### src/rtl/cblock_cfg_loader.sv
// Serial configuration loader for a row of connection blocks.
// It shifts in a payload followed by an even-parity bit and commits the payload only when the parity matches.
module cblock_cfg_loader #(
  parameter int BITS_W  = 18,
  parameter int NUM_BLK = 2
) (
  input  logic                      clk,
  input  logic                      rst_n,
  input  logic                      start_i,
  input  logic                      cfg_bit_i,
  input  logic                      cfg_valid_i,
  output logic                      cfg_ready_o,
  output logic                      busy_o,
  output logic                      done_o,
  output logic                      err_o,
  output logic [NUM_BLK-1:0]        wr_en_o,
  output logic [NUM_BLK*BITS_W-1:0] bits_o
);

  localparam int N  = NUM_BLK * BITS_W;
  localparam int CW = $clog2(N + 2);
  localparam logic [CW-1:0] LAST_CNT = CW'(N);

  typedef enum logic [1:0] {IDLE, SHIFT, PARITY, COMMIT} state_e;

  state_e              state_q, state_d;
  logic [N-1:0]        shift_q, shift_d;
  logic [CW-1:0]       cnt_q, cnt_d;
  logic                par_q, par_d;
  logic                mis_q, mis_d;
  logic                done_q, done_d;
  logic                err_q, err_d;
  logic [NUM_BLK-1:0]  wr_en_q, wr_en_d;
  logic [N-1:0]        bits_q, bits_d;
  logic                xfer;

  assign cfg_ready_o = (state_q == SHIFT) || (state_q == PARITY);
  assign busy_o      = (state_q != IDLE);
  assign done_o      = done_q;
  assign err_o       = err_q;
  assign wr_en_o     = wr_en_q;
  assign bits_o      = bits_q;
  assign xfer        = cfg_valid_i && cfg_ready_o;

  always_comb begin
    state_d = state_q;
    shift_d = shift_q;
    cnt_d   = cnt_q;
    par_d   = par_q;
    mis_d   = mis_q;
    done_d  = done_q;
    err_d   = err_q;
    wr_en_d = wr_en_q;
    bits_d  = bits_q;
    unique case (state_q)
      IDLE: begin
        if (start_i) begin
          state_d = SHIFT;
          shift_d = '0;
          cnt_d   = '0;
          par_d   = 1'b0;
          done_d  = 1'b0;
          err_d   = 1'b0;
          wr_en_d = '1;
        end
      end
      SHIFT: begin
        // A restart takes priority over a bit offered in the same cycle.
        if (start_i) begin
          shift_d = '0;
          cnt_d   = '0;
          par_d   = 1'b0;
        end else if (xfer) begin
          shift_d = {shift_q[N-2:0], cfg_bit_i};
          par_d   = par_q ^ cfg_bit_i;
          cnt_d   = cnt_q + CW'(1);
          if (cnt_q + CW'(1) == LAST_CNT) state_d = PARITY;
        end
      end
      PARITY: begin
        if (start_i) begin
          state_d = SHIFT;
          shift_d = '0;
          cnt_d   = '0;
          par_d   = 1'b0;
        end else if (xfer) begin
          mis_d   = cfg_bit_i ^ par_q;
          state_d = COMMIT;
        end
      end
      COMMIT: begin
        state_d = IDLE;
        if (!mis_q) begin
          bits_d  = shift_q;
          wr_en_d = '0;
          done_d  = 1'b1;
        end else begin
          err_d   = 1'b1;
        end
      end
      default: state_d = IDLE;
    endcase
  end

  always_ff @(posedge clk) begin
    if (!rst_n) begin
      state_q <= IDLE;
      shift_q <= '0;
      cnt_q   <= '0;
      par_q   <= 1'b0;
      mis_q   <= 1'b0;
      done_q  <= 1'b0;
      err_q   <= 1'b0;
      wr_en_q <= '1;
      bits_q  <= '0;
    end else begin
      state_q <= state_d;
      shift_q <= shift_d;
      cnt_q   <= cnt_d;
      par_q   <= par_d;
      mis_q   <= mis_d;
      done_q  <= done_d;
      err_q   <= err_d;
      wr_en_q <= wr_en_d;
      bits_q  <= bits_d;
    end
  end

endmodule

### config.mk
export PLATFORM = sky130hd
export DESIGN_NAME = cblock_cfg_loader
export DESIGN_NICKNAME = d
export VERILOG_FILES = /design/src/rtl/cblock_cfg_loader.sv
export SDC_FILE = /design/constraint.sdc
export NUM_CORES = 1
export LEC_CHECK = 0
export CAP_MARGIN = 0
export CORE_AREA = 2 2 79 81
export DETAILED_ROUTE_END_ITERATION = 16
export DIE_AREA = 0 0 81 83
export PLACE_DENSITY = 0.78
export SLEW_MARGIN = 20
export SYNTH_ARGS = -nofsm -noshare
export SYNTH_HDL_FRONTEND = slang
export SYNTH_SLANG_ARGS = --single-unit
### constraint.sdc
create_clock -name clk -period 3.7 [get_ports clk]
set_input_delay 0.37 -clock clk [delete_from_list [all_inputs] [get_ports clk]]
set_output_delay 0.37 -clock clk [all_outputs]
set_load 0.02 [all_outputs]
==> impl_metrics.json, run 1 <==
{
  "route.detailed.drc": 0,
  "clk_pin_slew_worst_paths_ps": 80,
  "p_int_w": 0.00143,
  "setup_tns_ps": 0,
  "viasPerCell": 5.36,
  "initial_utilization_pct": 52.5,
  "maxCapViolations": 0,
  "synth_edf_count": 0,
  "ys_types": 35,
  "p_leak_nw": 1.31,
  "cts-resized-gates": 0,
  "grt_pass1_wl_um": 9610,
  "clkPwrFrac_pct": 34.6,
  "postCtsSetupBuffers": 0,
  "outcome": "complete, no violations",
  "crit_path_end_kind": "output pin",
  "wl_per_cell_um": 13.0,
  "pin_count": 47,
  "cp.required_ps": 3330,
  "first_pass_iters": 4,
  "drt_iter0_markers": 138,
  "crit_fanout": 5,
  "synth_warnings": 0,
  "clk_latency_ps": 340,
  "syn_area_per_cell_um2": 9.61,
  "synth_top_cell_by_area": "dfxtp_1",
  "die_x_um": 81,
  "synth_top_area_share_pct": 55.7,
  "grt_max_degree": 39,
  "ys_ff_latch": 85,
  "final.setup_skew_ps": 7.06,
  "p_total_w": 0.00198,
  "netlist_area_mm2": 0.00306,
  "hold_violations": 0,
  "seq_power_share_pct": 47.9,
  "period_needed_ps": 2220,
  "antenna_found_initial": 0,
  "hold_path.class": "reg -> reg",
  "fmax_mhz": 451,
  "grt_pass1_vias": 2140,
  "core_mm2": 0.00582,
  "min_period_over_period_pct": 59.9,
  "p_per_area_mw_per_mm2": 529,
  "synth_area_leaders": "dfxtp_1 (56%), a22o_1 (11%), nand2_1 (9.3%)",
  "die-area_mm2": 0.00672,
  "grt.total_usage_pct": 17.9,
  "p_sw_share_pct": 27.5,
  "htreeDepth": 3,
  "cts_buffer_depth": 2,
  "antennaDiodeCount": 0,
  "hold_buffers": 0,
  "finalSetupViolCount": 0,
  "chipHeight_um": 83,
  "yosys-top-cells-count": "dfxtp_1 (85), nand2_1 (76), a21oi_1 (43)",
  "routed_wl_um": 5710,
  "vias": 2354,
  "stdcell_area_mm2": 0.00374,
  "p_switching_w": 0.000545,
  "overflow": 0,
  "clock-sinks": 85,
  "combPwrFrac_pct": 17.4,
  "fp-row-count": 28,
  "detailed_place_hpwl_um": 3590,
  "port_buffers": 46,
  "ys.flop_type": "dfxtp_1",
  "peakVddDrop_mv": 0.325,
  "syn-num-nets": 328,
  "ant_nets": 0,
  "cts_inserted_buffers": 9,
  "drv_slew": 0,
  "rsz0062_at_grt": "false",
  "async_flop_share_pct": 0,
  "placed_area_mm2": 0.00353,
  "synth_seq_area_share_pct": 55.7,
  "slew_headroom_pct": 63.1,
  "critPathArrivalTime_ps": 1850,
  "tightest_slew_ps": 550,
  "area.growth.synth_to_final_pct": 22.5,
  "crit_type": "reg -> out",
  "start_kind": "flip-flop",
  "cts_tree": "built",
  "postSynthCellCount": 318,
  "clockRootBuffer": "clkbuf_8",
  "nets": 369,
  "synth.most_common_cell": "dfxtp_1",
  "place_congestion": 0.800,
  "drive_gt1_share_pct": 7.42
}
[cell families after synthesis]
logic type | synth area share, %
AO/OA/AOI/OAI | 22.8
XOR/XNOR | 0.287
adder cells (fa/ha/maj) | 2.05
buffers and inverters | 4.50
flip-flops | 55.7
multiplexers | 0.696
AND/OR/NAND/NOR | 14.0
[layout by cell type, fill, tap and decap left out, types with 2 or more instances in the layout]
| master | n |
|---|---|
| a41oi_1 | 2 |
| o21ai_0 | 3 |
| dfxtp_1 | 85 |
| nor2_1 | 6 |
| inv_1 | 3 |
| a21oi_1 | 43 |
| clkbuf_1 | 3 |
| buf_4 | 6 |
| clkbuf_8 | 9 |
| nand2b_1 | 4 |
| nor2b_1 | 3 |
| ha_1 | 5 |
| a311oi_1 | 6 |
| nand3_1 | 4 |
| bufinv_16 | 2 |
| a22o_1 | 37 |
| clkdlybuf4s50_1 | 46 |
| nand2_1 | 76 |
[layer usage]
layer | GRT usage, % | vias to the layer above | part of all wire [%]
met5 | 0 | - | 0
met4 | 5.86 | 0 | 0.89
met3 | 5.87 | 6 | 4.3
met2 | 26.7 | 62 | 44
met1 | 24.5 | 1096 | 51
li1 | - | 1190 | -
[power groups by stage]
| stage | combinational (W) | sequential (W) | clock [W] |
|---|---|---|---|
| after floorplan | 0.000272 | 0.000967 | 0 |
| after global placement | 0.000338 | 0.000968 | 0 |
| after detailed placement | 0.000342 | 0.000969 | 0 |
| after CTS | 0.000345 | 0.000948 | 0.000700 |
| after global routing | 0.000384 | 0.000951 | 0.000741 |
| final | 0.000345 | 0.000949 | 0.000685 |
[sequential cells by signal, indices dropped and copies added (netlist names)]
name and flops:
state_q 2, cnt_q 6, par_q 1, err_o 1, bits_o 36, wr_en_o 1
done_o 1, shift_q 36, mis_q 1
[final cells by class]
cell class	count	area [µm²]
clock buffers	12	135
inverters	4	15.0
well taps	75	93.8
multi-input cells	207	1220
fillers	499	2070
repair buffers	52	505
flip-flops and latches	85	1700
clock inverters	4	72.6
[worst max-delay path: stages, from the launching register on]
cell             delay, ps
dfxtp_1                420
inv_1                  100
ha_1                   360
clkdlybuf4s50_1        630
[path summary, 6_finish.rpt]
check | start | to | slack (ps) | depth (start not counted)
worst max-delay path | state_q[1]$_SDFFE_PN0P_ | cfg_ready_o | 1480 | 3
worst max register to register | state_q[1]$_SDFFE_PN0P_ | shift_q[27]$_SDFFE_PN0P_ | 1540 | 8
worst min-delay path | bits_o[7]$_SDFFE_PN0P_ | bits_o[7]$_SDFFE_PN0P_ | 460 | 2
worst min register to register | bits_o[7]$_SDFFE_PN0P_ | bits_o[7]$_SDFFE_PN0P_ | 460 | 2
[through the flow]
stage          cells  hold WS [ps]  utilization (%)  worst slack (ps)
4_1_cts          439           458             64.4              1470
2_1_floorplan    318           432                -              1770
3_5_place_dp     423           447             60.8              1450
6_report         439           455             64.4              1480
5_1_grt          439           482             64.4              1330
3_3_place_gp     423           441             60.8              1560
Power figures use the tool's default switching activity.
==> run 2, diff against run 1 <==
- clock period: 3.7 -> 2.2 ns (I/O delays scaled with it)
==> impl_metrics.json, run 2 (synthesis gave the netlist of run 1 again) <==
{
  "grt_use_met2_pct": 26.9,
  "port_buffers": 46,
  "clk_latency_ps": 340,
  "cts_tree": "built",
  "clkPwrFrac_pct": 31.9,
  "drive_gt1_share_pct": 7.95,
  "routed_wl_um": 5880,
  "regToRegSetupSlack_ps": 190,
  "wl_per_cell_um": 13.4,
  "slew_headroom_pct": 74.6,
  "ant_nets": 0,
  "core_mm2": 0.00582,
  "clk_pin_slew_worst_paths_ps": 80,
  "crit_path_end_kind": "output pin",
  "met1_usage_pct": 26.5,
  "finalSetupViolCount": 0,
  "startpoint": "state_q[1]$_SDFFE_PN0P_",
  "place_congestion": 0.862,
  "cts_buffer_depth": 2,
  "rr_endpoint": "cnt_q[0]$_SDFFE_PN0P_",
  "tightest_slew_ps": 381,
  "route.detailed.drc": 0,
  "final_common_cell": "dfxtp_1",
  "die-area_mm2": 0.00672,
  "grt_pass1_vias": 2155,
  "grt.total_usage_pct": 19.0,
  "fp-row-count": 28,
  "peakVddDrop_mv": 0.774,
  "nets": 372,
  "vias": 2369,
  "min_period_over_period_pct": 94.8,
  "crit_type": "reg -> out",
  "grt_busiest_layer": "met2",
  "antenna_found_initial": 0,
  "clock-sinks": 85,
  "maxCapViolations": 0,
  "cts_inserted_buffers": 9,
  "p_sw_share_pct": 28.3,
  "critPathArrivalTime_ps": 1870,
  "placed_area_mm2": 0.00357,
  "r2r_cells": 7,
  "cp-endpoint": "cfg_ready_o",
  "seqCellArea_mm2": 0.00170,
  "outcome": "complete, no violations",
  "fillers": 513,
  "p_switching_w": 0.000919,
  "period_needed_ps": 2090,
  "detailed_place_hpwl_um": 3800,
  "layout_common_cells": "dfxtp_1 (85), nand2_1 (76), clkdlybuf4s50_1 (46), a21oi_1 (43), a22o_1 (37)",
  "stdcell_area_mm2": 0.00375,
  "hold_depth": 2,
  "chipHeight_um": 83,
  "pin_count": 47,
  "initial_utilization_pct": 52.5,
  "cts-resized-gates": 0,
  "crit_fanout": 5,
  "antennaDiodeCount": 0,
  "p_leak_nw": 1.32,
  "grt_max_degree": 39,
  "final.setup_skew_ps": 4.45,
  "fmax_mhz": 480,
  "hold_buffers": 0,
  "die_x_um": 81,
  "htreeDepth": 3,
  "rsz0062_at_grt": "false",
  "p_int_w": 0.00233,
  "r2r-start": "state_q[1]$_SDFFE_PN0P_",
  "cp.required_ps": 1980,
  "hold_violations": 0,
  "drv_slew": 0,
  "area.growth.synth_to_final_pct": 22.7,
  "clockRootBuffer": "clkbuf_8",
  "first_pass_iters": 4,
  "setup_tns_ps": 0,
  "hold_path.class": "reg -> reg",
  "combPwrFrac_pct": 19.0,
  "grt_use_met3_pct": 5.43,
  "start_kind": "flip-flop",
  "p_per_area_mw_per_mm2": 867,
  "drt_iter0_markers": 118,
  "viasPerCell": 5.38,
  "overflow": 0,
  "multi_input_area_mm2": 0.00122,
  "seq_power_share_pct": 49.1,
  "postCtsSetupBuffers": 0,
  "grt_pass1_wl_um": 9980
}
run 2: worst min-delay path by stage:
stage | end | start | slack, ps
2_1_floorplan | wr_en_o[0]$_SDFFE_PN1P_ | rst_n | 310
3_3_place_gp | bits_o[35]$_SDFFE_PN0P_ | shift_q[35]$_SDFFE_PN0P_ | 440
3_5_place_dp | bits_o[25]$_SDFFE_PN0P_ | bits_o[25]$_SDFFE_PN0P_ | 450
4_1_cts | bits_o[25]$_SDFFE_PN0P_ | bits_o[25]$_SDFFE_PN0P_ | 460
5_1_grt | bits_o[13]$_SDFFE_PN0P_ | bits_o[13]$_SDFFE_PN0P_ | 470
6_report | bits_o[5]$_SDFFE_PN0P_ | bits_o[5]$_SDFFE_PN0P_ | 450
run 2: critical path, cell delays in order (launching register included):
cell,delay [ps]
dfxtp_1,410
inv_1,100
ha_1,360
clkdlybuf4s50_1,640
run 2: metal layers:
layer  part of all wire (%)  vias up  routed length, µm
li1                       -     1200                  -
met1                     49     1094               2890
met2                     45       63               2630
met3                    4.4       12                260
met4                    1.8        0                106
met5                      0        -                  0
run 2: power groups by stage:
stage          logic (W)  clock network [W]  registers (W)
6_report        0.000618            0.00104        0.00160
5_1_grt         0.000678            0.00113        0.00160
4_1_cts         0.000616            0.00107        0.00160
3_5_place_dp    0.000608                  0        0.00163
3_3_place_gp    0.000599                  0        0.00163
2_1_floorplan   0.000457                  0        0.00163
run 2: stage by stage:
| step | util, % | total power (W) | hold WS [ps] | worst slack, ps | instances |
|---|---|---|---|---|---|
| finish | 64.5 | 0.00325 | 455 | 115 | 440 |
| global placement | 61.4 | 0.00223 | 443 | 285 | 426 |
| floorplan | - | 0.00208 | 309 | 267 | 318 |
| global route | 64.5 | 0.00341 | 471 | 53.0 | 440 |
| detailed placement | 61.4 | 0.00224 | 447 | 219 | 426 |
| CTS | 64.5 | 0.00328 | 458 | 116 | 440 |
run 2: area by class of cell:
cell class,instances,share of cell area (%)
multi-input cells,207,32.5
clock inverters,2,0.934
well taps,75,2.50
clock buffers,12,3.87
repair buffers,55,14.4
flip-flops and latches,85,45.4
inverters,4,0.400
==> run 3, diff against run 2 <==
- HOLD_SLACK_MARGIN: unset -> 0.05
==> results of run 3 <==
No change in the layout: final DEF, timing and power equal those of run 2.
